<file path="src/rtl/load_store_unit_if.sv">
// load_store_unit_if
// Bundles the request/response handshake and the byte-memory bus of the
// load/store unit into a single interface.
//   slave  : the load/store unit's view (takes requests, drives memory)
//   master : requester plus memory model (issues requests, returns mem_out)
// Signals:
//   req_valid/req_ready/req_we/req_addr/req_wdata : request handshake
//   req_size   : 0 = word, 1 = byte (only with LSU_BYTE_OP_EN defined)
//   resp_valid/resp_rdata                         : completion pulse + load data
//   mem_addr/mem_in/mem_we/mem_out                : 256-entry byte memory port
// Optional feature macro: LSU_BYTE_OP_EN
interface load_store_unit_if;
    logic        req_valid;
    logic        req_ready;
    logic        req_we;
    logic [27:0] req_addr;
    logic [27:0] req_wdata;
`ifdef LSU_BYTE_OP_EN
    logic        req_size;
`endif
    logic        resp_valid;
    logic [27:0] resp_rdata;
    logic [27:0] mem_addr;
    logic [27:0] mem_in;
    logic        mem_we;
    logic [27:0] mem_out;

    modport slave (
        input  req_valid,
        input  req_we,
        input  req_addr,
        input  req_wdata,
`ifdef LSU_BYTE_OP_EN
        input  req_size,
`endif
        output req_ready,
        output resp_valid,
        output resp_rdata,
        output mem_addr,
        output mem_in,
        output mem_we,
        input  mem_out
    );

    modport master (
        output req_valid,
        output req_we,
        output req_addr,
        output req_wdata,
`ifdef LSU_BYTE_OP_EN
        output req_size,
`endif
        input  req_ready,
        input  resp_valid,
        input  resp_rdata,
        input  mem_addr,
        input  mem_in,
        input  mem_we,
        output mem_out
    );
endinterface

</file>
<file path="src/rtl/load_store_unit.sv">
// load_store_unit
// Sequences one 28-bit word load/store into four little-endian byte beats on
// a 256-entry byte memory (addresses wrap within 8 bits), then issues a
// one-cycle completion pulse carrying the reassembled load word.
// Ports:
//   clk   : clock, rising edge
//   rst_n : asynchronous active-low reset
//   bus   : load_store_unit_if.slave (request, response and memory signals)
// Optional feature macro: LSU_BYTE_OP_EN adds single-beat byte accesses
// selected by bus.req_size.
module load_store_unit #(
    parameter int BEATS = 4
) (
    input  logic             clk,
    input  logic             rst_n,
    load_store_unit_if.slave bus
);
    typedef enum logic [1:0] {IDLE, ACCESS, DONE} state_t;

    localparam logic [1:0] LAST_BEAT = 2'(BEATS - 1);

    state_t      state;
    state_t      next_state;
    logic [1:0]  beat;
    logic        lat_we;
    logic [7:0]  lat_base;
    logic [27:0] lat_wdata;
    logic [23:0] load_buf;
    logic [27:0] rdata;
    logic [7:0]  beat_addr;
    logic [7:0]  store_byte;
    logic        last_beat;
    logic        unused_bits;
`ifdef LSU_BYTE_OP_EN
    logic        lat_size;

    assign last_beat = (beat == LAST_BEAT) || lat_size;
`else
    assign last_beat = (beat == LAST_BEAT);
`endif

    // Only the low address byte and the low memory byte carry information.
    assign unused_bits = ^{bus.req_addr[27:8], bus.mem_out[27:8]};

    // Byte address of the current beat; 8-bit addition wraps 0xFF -> 0x00.
    assign beat_addr = lat_base + {6'b0, beat};

    assign bus.resp_rdata = rdata;

    // Pick the store byte for the current beat; the top beat only carries
    // the four remaining data bits.
    always_comb begin
        store_byte = 8'h00;
        case (beat)
            2'd0:    store_byte = lat_wdata[7:0];
            2'd1:    store_byte = lat_wdata[15:8];
            2'd2:    store_byte = lat_wdata[23:16];
            default: store_byte = {4'b0, lat_wdata[27:24]};
        endcase
    end

    // State register.
    always_ff @(posedge clk or negedge rst_n) begin
        if (!rst_n) begin
            state <= IDLE;
        end else begin
            state <= next_state;
        end
    end

    // Next state and all handshake/memory outputs. Memory outputs are only
    // non-zero in ACCESS, so a reset drops mem_we immediately.
    always_comb begin
        next_state     = state;
        bus.req_ready  = 1'b0;
        bus.resp_valid = 1'b0;
        bus.mem_addr   = 28'h0;
        bus.mem_in     = 28'h0;
        bus.mem_we     = 1'b0;
        case (state)
            IDLE: begin
                bus.req_ready = 1'b1;
                if (bus.req_valid) begin
                    next_state = ACCESS;
                end
            end
            ACCESS: begin
                bus.mem_addr = {20'b0, beat_addr};
                if (lat_we) begin
                    bus.mem_we = 1'b1;
                    bus.mem_in = {20'b0, store_byte};
                end
                if (last_beat) begin
                    next_state = DONE;
                end
            end
            DONE: begin
                bus.resp_valid = 1'b1;
                next_state     = IDLE;
            end
            default: next_state = IDLE;
        endcase
    end

    // Request latching, beat counting and load assembly. Load bytes collect
    // in load_buf so resp_rdata keeps the previous word until the final beat
    // of the next load lands.
    always_ff @(posedge clk or negedge rst_n) begin
        if (!rst_n) begin
            beat      <= 2'd0;
            lat_we    <= 1'b0;
            lat_base  <= 8'h00;
            lat_wdata <= 28'h0;
            load_buf  <= 24'h0;
            rdata     <= 28'h0;
`ifdef LSU_BYTE_OP_EN
            lat_size  <= 1'b0;
`endif
        end else begin
            case (state)
                IDLE: begin
                    if (bus.req_valid) begin
                        lat_we    <= bus.req_we;
                        lat_base  <= bus.req_addr[7:0];
                        lat_wdata <= bus.req_wdata;
                        beat      <= 2'd0;
`ifdef LSU_BYTE_OP_EN
                        lat_size  <= bus.req_size;
`endif
                    end
                end
                ACCESS: begin
                    beat <= beat + 2'd1;
                    if (!lat_we) begin
                        if (last_beat) begin
`ifdef LSU_BYTE_OP_EN
                            if (lat_size) begin
                                rdata <= {20'b0, bus.mem_out[7:0]};
                            end else begin
                                rdata <= {bus.mem_out[3:0], load_buf};
                            end
`else
                            rdata <= {bus.mem_out[3:0], load_buf};
`endif
                        end else begin
                            case (beat)
                                2'd0:    load_buf[7:0]   <= bus.mem_out[7:0];
                                2'd1:    load_buf[15:8]  <= bus.mem_out[7:0];
                                default: load_buf[23:16] <= bus.mem_out[7:0];
                            endcase
                        end
                    end
                end
                default: ;
            endcase
        end
    end
endmodule

</file>
<file path="src/flat_wrapper.sv">
// flat-port wrapper written by rule: the top's interface ports become plain ports
module load_store_unit_flat 
#(
    parameter int BEATS = 4
)
  (clk, rst_n, bus_req_valid, bus_req_we, bus_req_addr, bus_req_wdata, bus_req_ready, bus_resp_valid, bus_resp_rdata, bus_mem_addr, bus_mem_in, bus_mem_we, bus_mem_out);
  load_store_unit_if bus_i ();
  input  logic clk;
  input  logic rst_n;
  input wire logic [$bits(bus_i.req_valid)-1:0] bus_req_valid;
  input wire logic [$bits(bus_i.req_we)-1:0] bus_req_we;
  input wire logic [$bits(bus_i.req_addr)-1:0] bus_req_addr;
  input wire logic [$bits(bus_i.req_wdata)-1:0] bus_req_wdata;
  output wire logic [$bits(bus_i.req_ready)-1:0] bus_req_ready;
  output wire logic [$bits(bus_i.resp_valid)-1:0] bus_resp_valid;
  output wire logic [$bits(bus_i.resp_rdata)-1:0] bus_resp_rdata;
  output wire logic [$bits(bus_i.mem_addr)-1:0] bus_mem_addr;
  output wire logic [$bits(bus_i.mem_in)-1:0] bus_mem_in;
  output wire logic [$bits(bus_i.mem_we)-1:0] bus_mem_we;
  input wire logic [$bits(bus_i.mem_out)-1:0] bus_mem_out;
  assign bus_i.req_valid = bus_req_valid;
  assign bus_i.req_we = bus_req_we;
  assign bus_i.req_addr = bus_req_addr;
  assign bus_i.req_wdata = bus_req_wdata;
  assign bus_req_ready = bus_i.req_ready;
  assign bus_resp_valid = bus_i.resp_valid;
  assign bus_resp_rdata = bus_i.resp_rdata;
  assign bus_mem_addr = bus_i.mem_addr;
  assign bus_mem_in = bus_i.mem_in;
  assign bus_mem_we = bus_i.mem_we;
  assign bus_i.mem_out = bus_mem_out;
  load_store_unit #(.BEATS(BEATS)) u_core (.clk(clk), .rst_n(rst_n), .bus(bus_i));
endmodule
</file>
<file path="config.mk">
export PLATFORM = sky130hd
export DESIGN_NAME = load_store_unit_flat
export DESIGN_NICKNAME = d
export VERILOG_FILES = /design/src/rtl/load_store_unit_if.sv /design/src/rtl/load_store_unit.sv /design/src/flat_wrapper.sv
export SDC_FILE = /design/constraint.sdc
export NUM_CORES = 1
export LEC_CHECK = 0
export ABC_AREA = 1
export CAP_MARGIN = 20
export CORE_UTILIZATION = 44
export DETAILED_ROUTE_END_ITERATION = 10
export GPL_ROUTABILITY_DRIVEN = 0
export HOLD_SLACK_MARGIN = 0.02
export PLACE_DENSITY = 0.81
export RECOVER_POWER = 100
export SLEW_MARGIN = 20
export SYNTH_ARGS = -nofsm -noshare
export SYNTH_HDL_FRONTEND = slang
export SYNTH_SLANG_ARGS = --single-unit
</file>
<file path="constraint.sdc">
create_clock -name clk -period 2 [get_ports clk]
set_clock_uncertainty 0.2 [all_clocks]
set_input_delay 0.4 -clock clk [delete_from_list [all_inputs] [get_ports clk]]
set_output_delay 0.4 -clock clk [all_outputs]
set_load 0.01 [all_outputs]
</file>
### Word level (Yosys, flattened, before mapping)

Cells that the tools add are included.

| word-level totals | value |
|---|---|
| bits in registers | 93 |
| input bits | 88 |
| output and inout bits | 87 |

| cells by class | value |
|---|---|
| $add $sub $neg | 2 |
| equality and inequality tests | 7 |
| multiplexer cells | 13 |
| bitwise gates (word level) | 3 |
| reduce and logical (&&, ||, !) cells | 11 |

Operators with widths:

| kind | count |
|---|---|
| $mux W28 | 1 |
| $pmux W8 S3 | 1 |
| $mux W8 | 2 |
| $reduce_and A4 Y1 | 3 |
| $add A8 B2 Y8 | 1 |
| $pmux W2 S2 | 2 |
| $eq A2 B2 Y1 const B | 3 |
| $mux W2 | 3 |
| $reduce_and A2 Y1 | 3 |
| $eq A2 B1 Y1 const B | 2 |
| $logic_not A2 Y1 | 2 |
| $mux W1 | 4 |
| $not A1 Y1 | 3 |
| $reduce_and A3 Y1 | 1 |
| $add A2 B1 Y2 const B | 1 |
| $ne A2 B1 Y1 const B | 1 |
| $ne A2 B2 Y1 const B | 1 |
| $reduce_bool A2 Y1 | 1 |
| $reduce_or A2 Y1 | 1 |

### Depth between registers and ports, before layout

| logic depth | value |
|---|---|
| depth in word-level cells | 4 |
| gate-level depth with buffers | 7 |

### Worst setup path after synthesis

OpenSTA, ideal clock, no wires.

| path | value |
|---|---|
| path kind | flip-flop to output port |
| from | reg u_core.beat[0] |
| to | out bus_mem_addr[4] |
| data arrival time | 1.437 ns |
| setup slack | -0.037 ns |
| stages on the path, launching flop included | 8 |
| path buffers | 0 |
| cells stage by stage | dfrtp_1 -> ha_1 -> fa_1 -> nand2_1 -> nor2_1 -> inv_1 -> nand2_1 -> a21oi_1 |

| between the ends | value |
|---|---|
| word-level cells in the longest chain between the ends | 2 |

RTL lines:

| what | RTL line | RTL |
|---|---|---|
| start: declaration | load_store_unit.sv:24 | `logic [1:0] beat;` |
| start signal: assignment | load_store_unit.sv:133 | `beat <= beat + 2'd1;` |
| $add A8 B2 Y8 | load_store_unit.sv:46 | `assign beat_addr = lat_base + {6'b0, beat};` |
| $mux W8 | load_store_unit.sv:80 | `case (state)` |
| end: declaration | flat_wrapper.sv:17 | `output wire logic [$bits(bus_i.mem_addr)-1:0] bus_mem_addr;` |

Every way passes these cells.

### Worst setup path in the final report

| path | value |
|---|---|
| from | reg u_core.lat_base[0] |
| to | out bus_mem_addr[4] |

| between the ends | value |
|---|---|
| word-level cells in the longest chain between the ends | 2 |

RTL lines:

| what | RTL line | RTL |
|---|---|---|
| start: declaration | load_store_unit.sv:26 | `logic [7:0] lat_base;` |
| start signal: assignment | load_store_unit.sv:124 | `lat_base <= bus.req_addr[7:0];` |
| $add A8 B2 Y8 | load_store_unit.sv:46 |  |
| $mux W8 | load_store_unit.sv:80 |  |

Every way passes these cells.

==> tab_implementation.tex <==
\begin{tabular}{lr}
\hline
Metric & Value \\
\hline
\multicolumn{2}{l}{\textbf{STA}} \\
\quad Relative slew margins & 0.535 \\
\quad Number of max-slew violations in the final report & 0 \\
\quad Part of the cycle the worst path needs & 1.20 \\
\quad Endpoints failing hold & 0 \\
\quad Setup TNS Final & -5.23 ns \\
\quad Final setup viols & 31 \\
\quad RSZ-0062 raised after global routing & true \\
\quad Worst slew pin tran & $\sim$0.7 ns \\
\quad Worst setup slack after layout & -0.401 ns \\
\quad Highest attainable clock frequency & about 420 MHz \\
\quad Tmin final & between 2 and 2.5 ns \\
\multicolumn{2}{l}{\textbf{Die}} \\
\quad Die width & 102 µm \\
\quad Total die area & approximately 10,000 µm² \\
\quad Height of the die & between 100 and 150 µm \\
\quad Core Box Area & roughly 9400 µm² \\
\quad Total I/O pin count & $\sim$180 \\
\quad Number of cell rows & 35 \\
\quad Initial standard-cell utilization of the core & 0.463 \\
\multicolumn{2}{l}{\textbf{Worst setup path}} \\
\quad Setup Crit Path Kind & flop to output pin \\
\quad Category of the worst setup path launch point & flop \\
\quad Worst-path maximum fanout & 3 \\
\quad Data required time of the critical path & about 1.4 ns \\
\quad Reg-to-Reg Start & u\_core.beat[0] \\
\quad Capturing point of the worst reg2reg path & u\_core.bus.resp\_rdata[7] \\
\quad Endpoint class of the critical path & output pin \\
\quad Worst R2R Path Depth & 9 \\
\quad Reg2Reg Setup Slack & -0.06 ns \\
\quad WP data arrival & 1.80 ns \\
\multicolumn{2}{l}{\textbf{Global route}} \\
\quad GRT Util Overall & 0.206 \\
\quad Overflow left after global routing & 0 \\
\quad Largest net degree at the start of global routing & 36 \\
\quad Via count of the first global-routing pass & approximately 3,400 \\
\quad Number of antenna violations at the first check in global routing & 0 \\
\quad Wire length of the first global-routing pass & around 16 mm \\
\multicolumn{2}{l}{\textbf{Power}} \\
\quad Leak & 2.98 nW \\
\quad Pwr dens & about 1600 nW/µm² \\
\quad Overall power consumption & roughly 9.0 mW \\
\quad Max rail drop VDD & $\sim$0.00058 V \\
\multicolumn{2}{l}{\textbf{Finish}} \\
\quad Non-filler cells in the finished layout & a little under 800 \\
\quad Area growth from synthesis to layout & 33.1\% \\
\quad Count of inserted antenna diode cells & 0 \\
\quad Total number of nets in the final design & about 750 \\
\quad Area of all placed cells without fillers & between 5000 and 6000 µm² \\
\quad Share of layout cells above drive strength 1 & 0.200 \\
\multicolumn{2}{l}{\textbf{Synthesis}} \\
\quad Count of yosys warnings during synthesis & 0 \\
\quad Average footprint of a synthesized cell & roughly 8.3 µm² \\
\quad Post-synth top area share & 0.533 \\
\quad Count of unique library cells instantiated by Yosys & 25 \\
\quad Number of register bits inferred by synthesis & 93 \\
\quad Synth Cell Area & 4360 µm² \\
\quad Part of the Yosys area used for sequential elements & 0.533 \\
\quad Area contributors post-synth & sky130\_fd\_sc\_hd\_\_dfrtp\_1 (53\%), sky130\_fd\_sc\_hd\_\_nand2\_1 (19\%), sky130\_fd\_sc\_hd\_\_buf\_4 (7.1\%) \\
\quad Gate count of the mapped netlist & 524 \\
\quad Most area-hungry cell type in the Yosys netlist & sky130\_fd\_sc\_hd\_\_dfrtp\_1 \\
\multicolumn{2}{l}{\textbf{Min path}} \\
\quad Number of cells traversed by the worst hold path & 2 \\
\quad Worst hold path startpoint & u\_core.bus.resp\_rdata[19] \\
\quad Endpoint of the worst hold-timing path & u\_core.bus.resp\_rdata[19] \\
\quad Worst hold path type & flop to flop \\
\multicolumn{2}{l}{\textbf{Drt}} \\
\quad Total Wirelength & about 10 mm \\
\quad Antenna-violating nets left & 0 \\
\quad Vias per Instance & 4.64 \\
\quad Initial DRT Pass Iterations & 4 \\
\quad DR WL/cell & around 13 µm \\
\quad DR DRC count & 0 \\
\quad Initial DRC count & between 150 and 200 \\
\quad Via count & 3,635 \\
\multicolumn{2}{l}{\textbf{Clocking}} \\
\quad Clock tree from TritonCTS & yes \\
\quad Number of buffers on the longest clock path & 2 \\
\quad Latest clock arrival within the worst-skew pair & between 0.3 and 0.4 ns \\
\quad Library cell used as clock root buffer & sky130\_fd\_sc\_hd\_\_clkbuf\_8 \\
\quad Total clock buffers created by CTS & 9 \\
\quad Number of sinks handled by clock tree synthesis & between 90 and 100 \\
\quad Number of H-tree levels & 3 \\
\quad Clock-pin transition on the worst setup and hold timing paths & $\sim$0.10 ns \\
\multicolumn{2}{l}{\textbf{Outcome}} \\
\quad Outcome & finished with violations \\
\quad Violations in the final reports & negative setup slack \\
\multicolumn{2}{l}{\textbf{Place}} \\
\quad Placed cell count & 752 \\
\quad Number of port buffers & between 90 and 100 \\
\quad Instance area at placement & approximately 5500 µm² \\
\quad Dpl ws & -0.423 ns \\
\quad Post-detailed-placement half-perimeter wirelength & around 7.1 mm \\
\multicolumn{2}{l}{\textbf{Run}} \\
\quad Max-cap viol count & 0 \\
\hline
\end{tabular}
## synth_stat cells, drive strengths merged
master / number
nand2: 227
dfrtp: 93
buf: 56
o21ai: 38
inv: 31
nand3: 31
nor2: 20
a21oi: 15
ha: 6
clkbuf: 4
conb: 1
fa: 1
nor3: 1
## where the power goes
group          internal, mW  switching (mW)
Sequential             2.81           0.563
Combinational          1.97            2.38
Clock                 0.597           0.693
## state kept, by name, indices dropped and copies added (netlist names)
name / flops
u_core.lat_wdata: 28
u_core.bus.resp_rdata: 28
u_core.state: 2
u_core.lat_we: 1
u_core.load_buf: 24
u_core.lat_base: 8
u_core.beat: 2
## kinds of logic after synthesis
family | synth area share
buf+inv | 0.122
compound gates | 0.0642
flops | 0.533
other cells | 0.000860
fa+ha+maj | 0.0218
simple gates | 0.257
## cell usage in the layout (no fill, tap or decap), types with 2 or more instances in the layout
cell / instances
sky130_fd_sc_hd__nand2_1: 211
sky130_fd_sc_hd__dfrtp_1: 92
sky130_fd_sc_hd__clkdlybuf4s50_1: 70
sky130_fd_sc_hd__conb_1: 40
sky130_fd_sc_hd__nand3_1: 28
sky130_fd_sc_hd__buf_4: 25
sky130_fd_sc_hd__o21ai_0: 24
sky130_fd_sc_hd__inv_1: 21
sky130_fd_sc_hd__buf_2: 15
sky130_fd_sc_hd__nand2_2: 14
sky130_fd_sc_hd__nor2_1: 14
sky130_fd_sc_hd__a21oi_2: 9
sky130_fd_sc_hd__o21ai_1: 9
sky130_fd_sc_hd__clkbuf_8: 9
sky130_fd_sc_hd__inv_2: 6
sky130_fd_sc_hd__a21oi_1: 6
sky130_fd_sc_hd__clkbuf_2: 6
sky130_fd_sc_hd__nor2_2: 5
sky130_fd_sc_hd__o21ai_2: 5
sky130_fd_sc_hd__dlygate4sd3_1: 5
sky130_fd_sc_hd__clkbuf_4: 5
sky130_fd_sc_hd__buf_6: 5
sky130_fd_sc_hd__inv_6: 3
sky130_fd_sc_hd__ha_4: 3
sky130_fd_sc_hd__clkbuf_1: 3
sky130_fd_sc_hd__clkinv_2: 2
sky130_fd_sc_hd__nand2_4: 2
sky130_fd_sc_hd__inv_4: 2
sky130_fd_sc_hd__nand3_2: 2
sky130_fd_sc_hd__ha_2: 2
sky130_fd_sc_hd__buf_12: 2
## per-stage QoR
step                utilization  hold WS [ns]
global route              0.617         0.311
global placement          0.581         0.147
finish                    0.617         0.276
CTS                       0.611         0.280
detailed placement        0.581         0.150
floorplan                     -       -0.0956
## metal layers
layer / routed length, µm / track usage / share of wire / up-vias
met2: 4990 / 0.332 / 0.49 / 122
met3: 484 / 0.0476 / 0.048 / 11
li1: - / - / - / 1796
met4: 119 / 0.0613 / 0.012 / 0
met1: 4570 / 0.277 / 0.45 / 1706
met5: 0 / 0 / 0 / -
## critical path: stages (launching register included)
cell and delay, ns:
sky130_fd_sc_hd__dfrtp_1 0.39, sky130_fd_sc_hd__ha_2 0.21, sky130_fd_sc_hd__fa_2 0.35, sky130_fd_sc_hd__nand2_2 0.09, sky130_fd_sc_hd__buf_4 0.12, sky130_fd_sc_hd__inv_2 0.04
sky130_fd_sc_hd__nand2_1 0.07, sky130_fd_sc_hd__a21oi_2 0.05, sky130_fd_sc_hd__buf_2 0.13
## area by class of cell
type | instances | area (µm²)
fill | 825 | 3610
inverter | 31 | 128
tap | 129 | 161
timing repair buffer | 136 | 1190
clock buffer | 9 | 124
sequential | 93 | 2330
multi-input combinational | 379 | 1790
clock inverter | 7 | 85.1
## worst max-delay path by stage
stage | from | endpoint | slack, ns | depth (start not counted)
finish | u_core.lat_base[0] | bus_mem_addr[4] | -0.40 | 8
global route | u_core.lat_base[0] | bus_mem_addr[6] | -0.51 | 8
CTS | u_core.beat[0] | bus_mem_addr[4] | -0.39 | 8
detailed placement | u_core.beat[0] | bus_mem_addr[6] | -0.42 | 8
global placement | u_core.beat[0] | bus_mem_addr[6] | -0.41 | 8
floorplan | u_core.beat[0] | bus_mem_addr[6] | 0.02 | 7
## timing repair
item,4_1_cts,5_1_grt
setup buffers,6,11
resized for setup,107,27
hold endpoints to repair,27,0
pin swaps,18,11
setup endpoints to repair,19,34
gates cloned,1,0
hold buffers,1,0
No activity file was read; power rests on OpenSTA's default activity.
